`src/rtl/mcp_pkg.sv`:
```
// Shared types and fixed memory locations for the matrix-processor host sequencer.
package mcp_pkg;

    typedef enum logic [2:0] {
        StIdle,
        StLoad,
        StRun,
        StRdRs,
        StRdRe,
        StCapRe,
        StDumpRd,
        StDumpWait
    } host_state_t;

    // Data-memory words holding the result-matrix start/end pointers.
    localparam int unsigned R_START_PTR_ADDR = 5;
    localparam int unsigned R_END_PTR_ADDR   = 8;

endpackage

```
`src/rtl/mcp_host_ctrl_if.sv`:
```
// Host link, processor and data-memory signals of the host sequencer.
interface mcp_host_ctrl_if #(
    parameter int unsigned REG_WIDTH           = 12,
    parameter int unsigned CORE_COUNT          = 4,
    parameter int unsigned DATA_MEM_ADDR_WIDTH = 12,
    parameter int unsigned CYC_WIDTH           = 32
);
    localparam int unsigned MW = REG_WIDTH * CORE_COUNT;
    localparam int unsigned AW = DATA_MEM_ADDR_WIDTH;

    logic                 go;
    logic [AW:0]          load_len;
    logic [MW-1:0]        in_data;
    logic                 in_valid;
    logic                 in_ready;
    logic [MW-1:0]        out_data;
    logic                 out_valid;
    logic                 out_ready;
    logic                 out_last;
    logic                 busy;
    logic                 finished;
    logic                 err;
    logic [CYC_WIDTH-1:0] run_cycles;
    logic                 proc_start;
    logic                 proc_done;
    logic [AW-1:0]        proc_addr;
    logic                 proc_wr_en;
    logic [MW-1:0]        proc_wdata;
    logic [AW-1:0]        mem_addr;
    logic                 mem_wr_en;
    logic [MW-1:0]        mem_wdata;
    logic [MW-1:0]        mem_rdata;

    modport slave (
        input  go, load_len, in_data, in_valid, out_ready, proc_done,
               proc_addr, proc_wr_en, proc_wdata, mem_rdata,
        output in_ready, out_data, out_valid, out_last, busy, finished, err,
               run_cycles, proc_start, mem_addr, mem_wr_en, mem_wdata
    );

    modport master (
        output go, load_len, in_data, in_valid, out_ready, proc_done,
               proc_addr, proc_wr_en, proc_wdata, mem_rdata,
        input  in_ready, out_data, out_valid, out_last, busy, finished, err,
               run_cycles, proc_start, mem_addr, mem_wr_en, mem_wdata
    );

endinterface

```
`src/rtl/mcp_host_ctrl.sv`:
```
// Host-side sequencer: loads an image into data memory, runs the processor,
// then streams the result-matrix words back to the host.
module mcp_host_ctrl
    import mcp_pkg::*;
#(
    parameter int unsigned REG_WIDTH           = 12,
    parameter int unsigned CORE_COUNT          = 4,
    parameter int unsigned DATA_MEM_ADDR_WIDTH = 12,
    parameter int unsigned CYC_WIDTH           = 32
) (
    input logic            clk,
    input logic            rstN,
    mcp_host_ctrl_if.slave bus
);
    localparam int unsigned MW = REG_WIDTH * CORE_COUNT;
    localparam int unsigned AW = DATA_MEM_ADDR_WIDTH;

    host_state_t          state_q, state_d;
    logic [AW:0]          load_cnt_q, load_cnt_d;
    logic [AW:0]          load_len_q, load_len_d;
    logic [AW-1:0]        rs_q, rs_d;
    logic [AW-1:0]        re_q, re_d;
    logic [AW-1:0]        ptr_q, ptr_d;
    logic                 err_q, err_d;
    logic                 fin_q, fin_d;
    logic                 first_q, first_d;
    logic [CYC_WIDTH-1:0] run_q, run_d;
    logic [MW-1:0]        out_data_q, out_data_d;

    always_ff @(posedge clk or negedge rstN) begin
        if (!rstN) begin
            state_q    <= StIdle;
            load_cnt_q <= '0;
            load_len_q <= '0;
            rs_q       <= '0;
            re_q       <= '0;
            ptr_q      <= '0;
            err_q      <= 1'b0;
            fin_q      <= 1'b0;
            first_q    <= 1'b0;
            run_q      <= '0;
            out_data_q <= '0;
        end else begin
            state_q    <= state_d;
            load_cnt_q <= load_cnt_d;
            load_len_q <= load_len_d;
            rs_q       <= rs_d;
            re_q       <= re_d;
            ptr_q      <= ptr_d;
            err_q      <= err_d;
            fin_q      <= fin_d;
            first_q    <= first_d;
            run_q      <= run_d;
            out_data_q <= out_data_d;
        end
    end

    always_comb begin
        state_d    = state_q;
        load_cnt_d = load_cnt_q;
        load_len_d = load_len_q;
        rs_d       = rs_q;
        re_d       = re_q;
        ptr_d      = ptr_q;
        err_d      = err_q;
        fin_d      = 1'b0;
        first_d    = 1'b0;
        run_d      = run_q;
        out_data_d = out_data_q;
        unique case (state_q)
            StIdle: begin
                if (bus.go) begin
                    err_d      = 1'b0;
                    run_d      = '0;
                    load_cnt_d = '0;
                    load_len_d = bus.load_len;
                    state_d    = (bus.load_len != '0) ? StLoad : StRun;
                end
            end
            StLoad: begin
                if (bus.in_valid) begin
                    load_cnt_d = load_cnt_q + (AW + 1)'(1);
                    if (load_cnt_d == load_len_q) state_d = StRun;
                end
            end
            StRun: begin
                if (run_q != '1) run_d = run_q + CYC_WIDTH'(1);
                if (bus.proc_done) state_d = StRdRs;
            end
            StRdRs: state_d = StRdRe;
            StRdRe: begin
                rs_d    = AW'(bus.mem_rdata[REG_WIDTH-1:0]);
                state_d = StCapRe;
            end
            StCapRe: begin
                re_d = AW'(bus.mem_rdata[REG_WIDTH-1:0]);
                if (re_d < rs_q) begin
                    err_d   = 1'b1;
                    fin_d   = 1'b1;
                    state_d = StIdle;
                end else begin
                    ptr_d   = rs_q;
                    state_d = StDumpRd;
                end
            end
            StDumpRd: begin
                first_d = 1'b1;
                state_d = StDumpWait;
            end
            StDumpWait: begin
                // Read data is only valid on the first cycle here; keep a copy for stalls.
                if (first_q) out_data_d = bus.mem_rdata;
                if (bus.out_ready) begin
                    if (ptr_q == re_q) begin
                        fin_d   = 1'b1;
                        state_d = StIdle;
                    end else begin
                        ptr_d   = ptr_q + AW'(1);
                        state_d = StDumpRd;
                    end
                end
            end
            default: state_d = StIdle;
        endcase
    end

    always_comb begin
        bus.busy       = (state_q != StIdle);
        bus.in_ready   = (state_q == StLoad);
        bus.proc_start = (state_q == StRun);
        bus.out_valid  = (state_q == StDumpWait);
        bus.out_last   = (state_q == StDumpWait) && (ptr_q == re_q);
        bus.out_data   = (state_q == StDumpWait && first_q) ? bus.mem_rdata : out_data_q;
        bus.finished   = fin_q;
        bus.err        = err_q;
        bus.run_cycles = run_q;
        bus.mem_addr   = '0;
        bus.mem_wr_en  = 1'b0;
        bus.mem_wdata  = '0;
        case (state_q)
            StLoad: begin
                bus.mem_addr  = load_cnt_q[AW-1:0];
                bus.mem_wr_en = bus.in_valid;
                bus.mem_wdata = bus.in_data;
            end
            StRun: begin
                bus.mem_addr  = bus.proc_addr;
                bus.mem_wr_en = bus.proc_wr_en;
                bus.mem_wdata = bus.proc_wdata;
            end
            StRdRs:   bus.mem_addr = AW'(R_START_PTR_ADDR);
            StRdRe:   bus.mem_addr = AW'(R_END_PTR_ADDR);
            StDumpRd: bus.mem_addr = ptr_q;
            default:  ;
        endcase
    end

endmodule

```
`src/flat_wrapper.sv`:
```
// flat-port wrapper written by rule: the top's interface ports become plain ports
module mcp_host_ctrl_flat import mcp_pkg::*;
#(
    parameter int unsigned REG_WIDTH           = 12,
    parameter int unsigned CORE_COUNT          = 4,
    parameter int unsigned DATA_MEM_ADDR_WIDTH = 12,
    parameter int unsigned CYC_WIDTH           = 32
)
  (clk, rstN, bus_go, bus_load_len, bus_in_data, bus_in_valid, bus_out_ready, bus_proc_done, bus_proc_addr, bus_proc_wr_en, bus_proc_wdata, bus_mem_rdata, bus_in_ready, bus_out_data, bus_out_valid, bus_out_last, bus_busy, bus_finished, bus_err, bus_run_cycles, bus_proc_start, bus_mem_addr, bus_mem_wr_en, bus_mem_wdata);
  mcp_host_ctrl_if #(.REG_WIDTH(REG_WIDTH), .CORE_COUNT(CORE_COUNT), .DATA_MEM_ADDR_WIDTH(DATA_MEM_ADDR_WIDTH), .CYC_WIDTH(CYC_WIDTH)) bus_i ();
  input logic clk;
  input logic rstN;
  input wire logic [$bits(bus_i.go)-1:0] bus_go;
  input wire logic [$bits(bus_i.load_len)-1:0] bus_load_len;
  input wire logic [$bits(bus_i.in_data)-1:0] bus_in_data;
  input wire logic [$bits(bus_i.in_valid)-1:0] bus_in_valid;
  input wire logic [$bits(bus_i.out_ready)-1:0] bus_out_ready;
  input wire logic [$bits(bus_i.proc_done)-1:0] bus_proc_done;
  input wire logic [$bits(bus_i.proc_addr)-1:0] bus_proc_addr;
  input wire logic [$bits(bus_i.proc_wr_en)-1:0] bus_proc_wr_en;
  input wire logic [$bits(bus_i.proc_wdata)-1:0] bus_proc_wdata;
  input wire logic [$bits(bus_i.mem_rdata)-1:0] bus_mem_rdata;
  output wire logic [$bits(bus_i.in_ready)-1:0] bus_in_ready;
  output wire logic [$bits(bus_i.out_data)-1:0] bus_out_data;
  output wire logic [$bits(bus_i.out_valid)-1:0] bus_out_valid;
  output wire logic [$bits(bus_i.out_last)-1:0] bus_out_last;
  output wire logic [$bits(bus_i.busy)-1:0] bus_busy;
  output wire logic [$bits(bus_i.finished)-1:0] bus_finished;
  output wire logic [$bits(bus_i.err)-1:0] bus_err;
  output wire logic [$bits(bus_i.run_cycles)-1:0] bus_run_cycles;
  output wire logic [$bits(bus_i.proc_start)-1:0] bus_proc_start;
  output wire logic [$bits(bus_i.mem_addr)-1:0] bus_mem_addr;
  output wire logic [$bits(bus_i.mem_wr_en)-1:0] bus_mem_wr_en;
  output wire logic [$bits(bus_i.mem_wdata)-1:0] bus_mem_wdata;
  assign bus_i.go = bus_go;
  assign bus_i.load_len = bus_load_len;
  assign bus_i.in_data = bus_in_data;
  assign bus_i.in_valid = bus_in_valid;
  assign bus_i.out_ready = bus_out_ready;
  assign bus_i.proc_done = bus_proc_done;
  assign bus_i.proc_addr = bus_proc_addr;
  assign bus_i.proc_wr_en = bus_proc_wr_en;
  assign bus_i.proc_wdata = bus_proc_wdata;
  assign bus_i.mem_rdata = bus_mem_rdata;
  assign bus_in_ready = bus_i.in_ready;
  assign bus_out_data = bus_i.out_data;
  assign bus_out_valid = bus_i.out_valid;
  assign bus_out_last = bus_i.out_last;
  assign bus_busy = bus_i.busy;
  assign bus_finished = bus_i.finished;
  assign bus_err = bus_i.err;
  assign bus_run_cycles = bus_i.run_cycles;
  assign bus_proc_start = bus_i.proc_start;
  assign bus_mem_addr = bus_i.mem_addr;
  assign bus_mem_wr_en = bus_i.mem_wr_en;
  assign bus_mem_wdata = bus_i.mem_wdata;
  mcp_host_ctrl #(.REG_WIDTH(REG_WIDTH), .CORE_COUNT(CORE_COUNT), .DATA_MEM_ADDR_WIDTH(DATA_MEM_ADDR_WIDTH), .CYC_WIDTH(CYC_WIDTH)) u_core (.clk(clk), .rstN(rstN), .bus(bus_i));
endmodule
```
`config.mk`:
```
export PLATFORM = sky130hd
export DESIGN_NAME = mcp_host_ctrl_flat
export DESIGN_NICKNAME = d
export VERILOG_FILES = /design/src/rtl/mcp_pkg.sv /design/src/rtl/mcp_host_ctrl_if.sv /design/src/rtl/mcp_host_ctrl.sv /design/src/flat_wrapper.sv
export SDC_FILE = /design/constraint.sdc
export NUM_CORES = 1
export LEC_CHECK = 0
export CAP_MARGIN = 15
export CELL_PAD_IN_SITES_DETAIL_PLACEMENT = 0
export CELL_PAD_IN_SITES_GLOBAL_PLACEMENT = 1
export CORE_MARGIN = 5
export CORE_UTILIZATION = 36
export CTS_BUF_LIST = sky130_fd_sc_hd__clkbuf_8
export CTS_CLUSTER_DIAMETER = 150
export CTS_CLUSTER_SIZE = 20
export DETAILED_ROUTE_END_ITERATION = 12
export PLACE_DENSITY_LB_ADDON = 0.1
export SETUP_SLACK_MARGIN = 0.3
export SYNTH_ARGS = -nofsm -noshare
export SYNTH_HDL_FRONTEND = slang
export SYNTH_SLANG_ARGS = --single-unit
```
`constraint.sdc`:
```
create_clock -name clk -period 4 [get_ports clk]
set_clock_uncertainty 0.2 [all_clocks]
set_input_delay 0.6 -clock clk [delete_from_list [all_inputs] [get_ports clk]]
set_output_delay 0.6 -clock clk [all_outputs]
set_load 0.02 [all_outputs]
```
==> Yosys cells after proc, flatten, opt, wreduce, memory -nomap -nowiden <==
Index checks and enable logic that the tools add are counted.
{ "classes": {"add_sub_neg": 3, "magnitude_cmp": 1, "n_eq_ne": 19, "n_mux": 31, "n_reduce_logical": 16} }
{ "op_table": {"columns": ["operator", "count"], "rows": [
  ["case mux 48 bit (2 select lines)", 1],
  ["2-to-1 mux 32 bit", 2],
  ["case mux 32 bit (2 select lines)", 1],
  ["case mux 12 bit (5 select lines)", 1],
  ["2-to-1 mux 48 bit", 1],
  ["2-to-1 mux 12 bit", 3],
  ["adder 32 x 1 -> 32 bit, second input constant", 1],
  ["inequality test 32 bit, second input constant", 1],
  ["2-to-1 mux 13 bit", 2],
  ["case mux 13 bit (2 select lines)", 1],
  ["case mux 12 bit (2 select lines)", 1],
  ["case mux 3 bit (8 select lines)", 1],
  ["2-to-1 mux 3 bit", 7],
  ["adder 13 x 1 -> 13 bit, second input constant", 1],
  ["equality test 13 bit", 1],
  ["nonzero test 13 bit", 1],
  ["adder 12 x 1 -> 12 bit, second input constant", 1],
  ["equality test 12 bit", 1],
  ["equality test 3 bit, second input constant", 4],
  ["< comparator 12 bit", 1],
  ["inequality test 2 bit, second input constant", 6],
  ["AND reduction 3 bit", 3],
  ["nonzero test 2 bit", 4],
  ["equality test 3 x 2 -> 1 bit, second input constant", 2],
  ["11 further kinds", 22]
]} }
{ "word_totals": {"register_bits": 148, "in_bits": 176, "output_inout_bits": 148, "word_cells": 81} }

==> Longest topological paths before layout <==
{ "logic_depth": {"ltp_word": 5, "depth_mapped": 9, "ltp_nobuf": 8} }

==> Worst setup path before layout <==
Ideal clock, no wire load.
{ "synth_timing": {"kind": "reg-to-output", "startpoint": "register u_core.state_q[1]", "endpoint": "output port bus_mem_wdata[0]", "arrival_time_ns": 1.780, "required_ns": 3.200, "slack_ns": 1.420, "path_stages_with_launch": 6, "n_path_buf": 2, "path_cell_list": "dfrtp_1 -> clkbuf_1 -> nand2_1 -> nor2_1 -> clkbuf_1 -> a22o_1"} }
{ "synth_between": {"elab_chain_cells": 2, "word_cells_on_any_way": 3, "cone_classes": "eq/ne (2); mux (1)"} }
{ "synth_lines": {"columns": ["item", "line_no", "text"], "rows": [
  ["start, declared", "mcp_host_ctrl.sv:18", "host_state_t state_q, state_d;"],
  ["start signal, assigned", "mcp_host_ctrl.sv:32", "state_q <= StIdle;"],
  ["start signal, assigned", "mcp_host_ctrl.sv:44", "state_q <= state_d;"],
  ["equality test 3 x 2 -> 1 bit", null, null],
  ["net bus_proc_start", "flat_wrapper.sv:31", "output wire logic [$bits(bus_i.proc_start)-1:0] bus_proc_start;"],
  ["case mux 48 bit (2 select lines)", "mcp_host_ctrl.sv:140", "case (state_q)"],
  ["end, declared", "flat_wrapper.sv:34", "output wire logic [$bits(bus_i.mem_wdata)-1:0] bus_mem_wdata;"]
]} }
The timed path passes the listed nets, and every way through them passes these cells.

==> Final worst setup path <==
{ "layout_timing": {"startpoint": "register u_core.state_q[0]", "endpoint": "output port bus_mem_addr[1]"} }
{ "layout_between": {"elab_chain_cells": 2, "word_cells_on_any_way": 6, "cone_classes": "eq/ne (5); mux (1)"} }
{ "layout_lines": {"columns": ["item", "line_no", "text"], "rows": [
  ["equality test 3 bit, or another cell as far along", "mcp_host_ctrl.sv:140", null],
  ["case mux 12 bit (5 select lines) *", "mcp_host_ctrl.sv:140", null],
  ["end, declared", "flat_wrapper.sv:32", "output wire logic [$bits(bus_i.mem_addr)-1:0] bus_mem_addr;"]
]} }
Mark *: on every way between the ends. The rest lies on a longest branch, timed or not.

==> summary.md <==
| Metric | Value |
|---|---|
| Status | `finished with violations` |
| Failing checks | `negative hold slack` |
| First-pass GRT wire length | `approximately 46 mm` |
| Die H | `~160 um` |
| DRT antenna net count | `0` |
| Worst hold margin | `-0.00175 ns` |
| DR vias/cell | `5.35` |
| Area of the die | `between 0.02 and 0.03 sq mm` |
| Avg Cell Area, Syn | `9.99 sq um` |
| Fin. Hold Viols | `4` |
| I/O Buffers | `~320` |
| GP Congestion | `between 0.8 and 0.9` |
| CTS buffer count | `17` |
| I/O pins | `324` |
| Vias | `approximately 7.7k` |
| Post-synthesis sequential area ratio | `0.447` |
| First-pass detailed-route iteration total | `5` |
| Clock Tree Buf Depth | `2` |
| Crit path kind | `flop to primary output` |
| Slew Viols, Final | `0` |
| Worst Hold Class | `input pin to asynchronous set/reset pin` |
| WP data arrival | `2.72 ns` |
| YS warnings | `0` |
| Routed WL | `between 20 and 30 mm` |
| EDFF count, synth | `0` |
| VDD IR max | `a little over 0.0004 V` |
| Required @ worst endpoint | `about 3.2 ns` |
| Die Width | `approximately 160 um` |
| Post-Place Cells | `roughly 1.4k` |
| Post-Syn Nets | `roughly 1.0k` |
| Share of the synthesized area in the top cell type | `0.447` |
| Slew headroom | `0.311` |
| DP Wirelength | `~23 mm` |
| FF/Latch Area | `0.00370 sq mm` |
| Setup slack after placement | `about 0.44 ns` |
| Number of fillers in the final layout | `2061` |
| Nets | `roughly 1.3k` |
| Fmax | `0.284 GHz` |
| Num rows | `55` |
| Share of cells above drive strength 1 | `0.128` |
| Setup violators final | `0` |
| Clk Latency, worst-skew pair | `~0.46 ns` |
| Total gr overflow | `0` |
| P_leak | `4.97 nW` |
| Slew @ Worst Pin | `~1.0 ns` |
| #FFs+latches synth | `approximately 150` |
| Post-synthesis cell count | `roughly 830` |
| Initial antenna violation count | `7` |
| Post-place instance area | `around 0.012 sq mm` |
| Fin area | `between 0.01 and 0.015 sq mm` |
| Most common cell after layout, fill and taps aside | `clkdlybuf4s50_1` |
| Tot GR Track Use | `0.221` |
| Largest cells by area after synthesis | `dfrtp_1, mux2_2, a22o_1, o21ai_0, nand2_1` |
| Largest net degree at the start of global routing | `88` |
| Commonest non-fill, non-tap cells in the layout | `clkdlybuf4s50_1, dfrtp_1, o21ai_0` |
| Max cap viols | `0` |
| Crit start category | `flop` |
| Core Area | `around 0.023 sq mm` |
| Clock transition at path regs | `around 0.090 ns` |
| Initial Util | `0.366` |
| RSZ-0062 raised after global routing | `no` |
| CTS root buf | `clkbuf_8` |
| Setup TNS after final layout | `0 ns` |
| Crit path max fanout | `between 60 and 70` |
| Multi-input gate area | `between 0.004 and 0.005 sq mm` |
| Synth Cell Area | `just over 0.008 sq mm` |
| Synth cell types | `66` |
| Area growth syn-to-layout | `47.8%` |
| CTS tree | `built` |
| Primary FF master, synth | `dfrtp_1` |
| H-tree depth | `4` |
| Final Core Density | `0.541` |
| DRC errors left | `0` |
| Per-cell routed wire length | `about 21 um` |
| Post-layout min period | `~3.5 ns` |
| 1st-iter DRT viols | `486` |
| Tcrit/Tclk final | `0.879` |
| Reg2Reg Depth | `7` |
| Vias in the first global route | `7723` |
| Design Power | `about 8.4 mW` |
| Area leader, netlist | `dfrtp_1` |
| Post-synth ARST share | `1.00` |
| Worst Setup End Kind | `primary output` |
| # clock sinks | `roughly 150` |
| Final worst slack | `about 0.48 ns` |
| Final non-filler cell total | `1437` |
| Power Density | `slightly below 700 mW/mm^2` |
[path summary, 6_finish.rpt]
| path | from | endpoint | slack (ns) |
|---|---|---|---|
| setup / recovery | u_core.state_q[0] | bus_mem_addr[1] | 0.48 |
| hold / removal | rstN | u_core.bus.run_cycles[9] | -0.002 |
| setup reg to reg | u_core.state_q[2] | u_core.ptr_q[1] | 1.13 |
| hold reg to reg | u_core.out_data_q[18] | u_core.out_data_q[18] | 0.30 |
| max in group asynchronous | rstN | u_core.out_data_q[3] | 2.75 |
| min in group clk | u_core.out_data_q[18] | u_core.out_data_q[18] | 0.30 |
[cell type report]
| cell class | instances | share of cell area |
|---|---|---|
| diodes | 2 | 0.000409 |
| clock buffers | 17 | 0.0191 |
| clock inverters | 15 | 0.0151 |
| inverters | 20 | 0.00613 |
| multi-input cells | 609 | 0.350 |
| flip-flops and latches | 148 | 0.303 |
| well taps | 285 | 0.0291 |
| repair buffers | 341 | 0.277 |
[where the power goes]
part | internal [mW] | switching [mW]
Combinational | 2.22 | 2.52
Clock | 0.586 | 0.670
Sequential | 2.04 | 0.407
[layer usage]
| metal | vias up | track usage | share of wire |
|---|---|---|---|
| met5 | - | 0 | 0.0023 |
| met4 | 10 | 0.0381 | 0.010 |
| met3 | 34 | 0.0639 | 0.066 |
| met2 | 191 | 0.357 | 0.48 |
| met1 | 3770 | 0.303 | 0.44 |
| li1 | 3680 | - | - |
[cells in the mapped netlist (all sizes together), types with 6 or more instances]
cell type    n
a21oi       30
a22o        50
a2bb2oi     12
and3        15
and4         6
buf         20
clkbuf      32
dfrtp      148
ha          14
inv         20
mux2        74
mux2i       11
nand2       73
nand3       32
nand4       17
nor2        60
nor3        10
nor4         9
o21ai       78
o22ai        6
o31ai       14
xnor2       15
xor2        26
[critical path, cell delays in order, from the launching register on]
cell and delay (ns):
dfrtp_1 0.47, inv_2 0.17, nor3_2 0.28, buf_12 0.30
nand2_1 0.10, o21ai_0 0.17, clkdlybuf4s50_1 0.73
[flip-flops by register name (all words and copies together) (netlist names)]
name and count:
u_core.ptr_q 12, u_core.load_cnt_q 13, u_core.rs_q 12, u_core.re_q 12, u_core.state_q 3, u_core.load_len_q 13
u_core.bus.finished 1, u_core.bus.run_cycles 32, u_core.bus.err 1, u_core.out_data_q 48, u_core.first_q 1
[cells by family after synthesis]
group           synth area share
flops                      0.447
mux                        0.114
buf+inv                   0.0369
compound gates             0.191
xor+xnor                  0.0434
simple gates               0.146
fa+ha+maj                 0.0212
[timing repair]
item	4_1_cts	5_1_grt
gates resized for setup	0	2
buffers inserted	0	0
endpoints found under the setup margin	0	63
hold buffers	0	0
hold endpoints to repair	0	0
(Power assumes the default switching activity.)
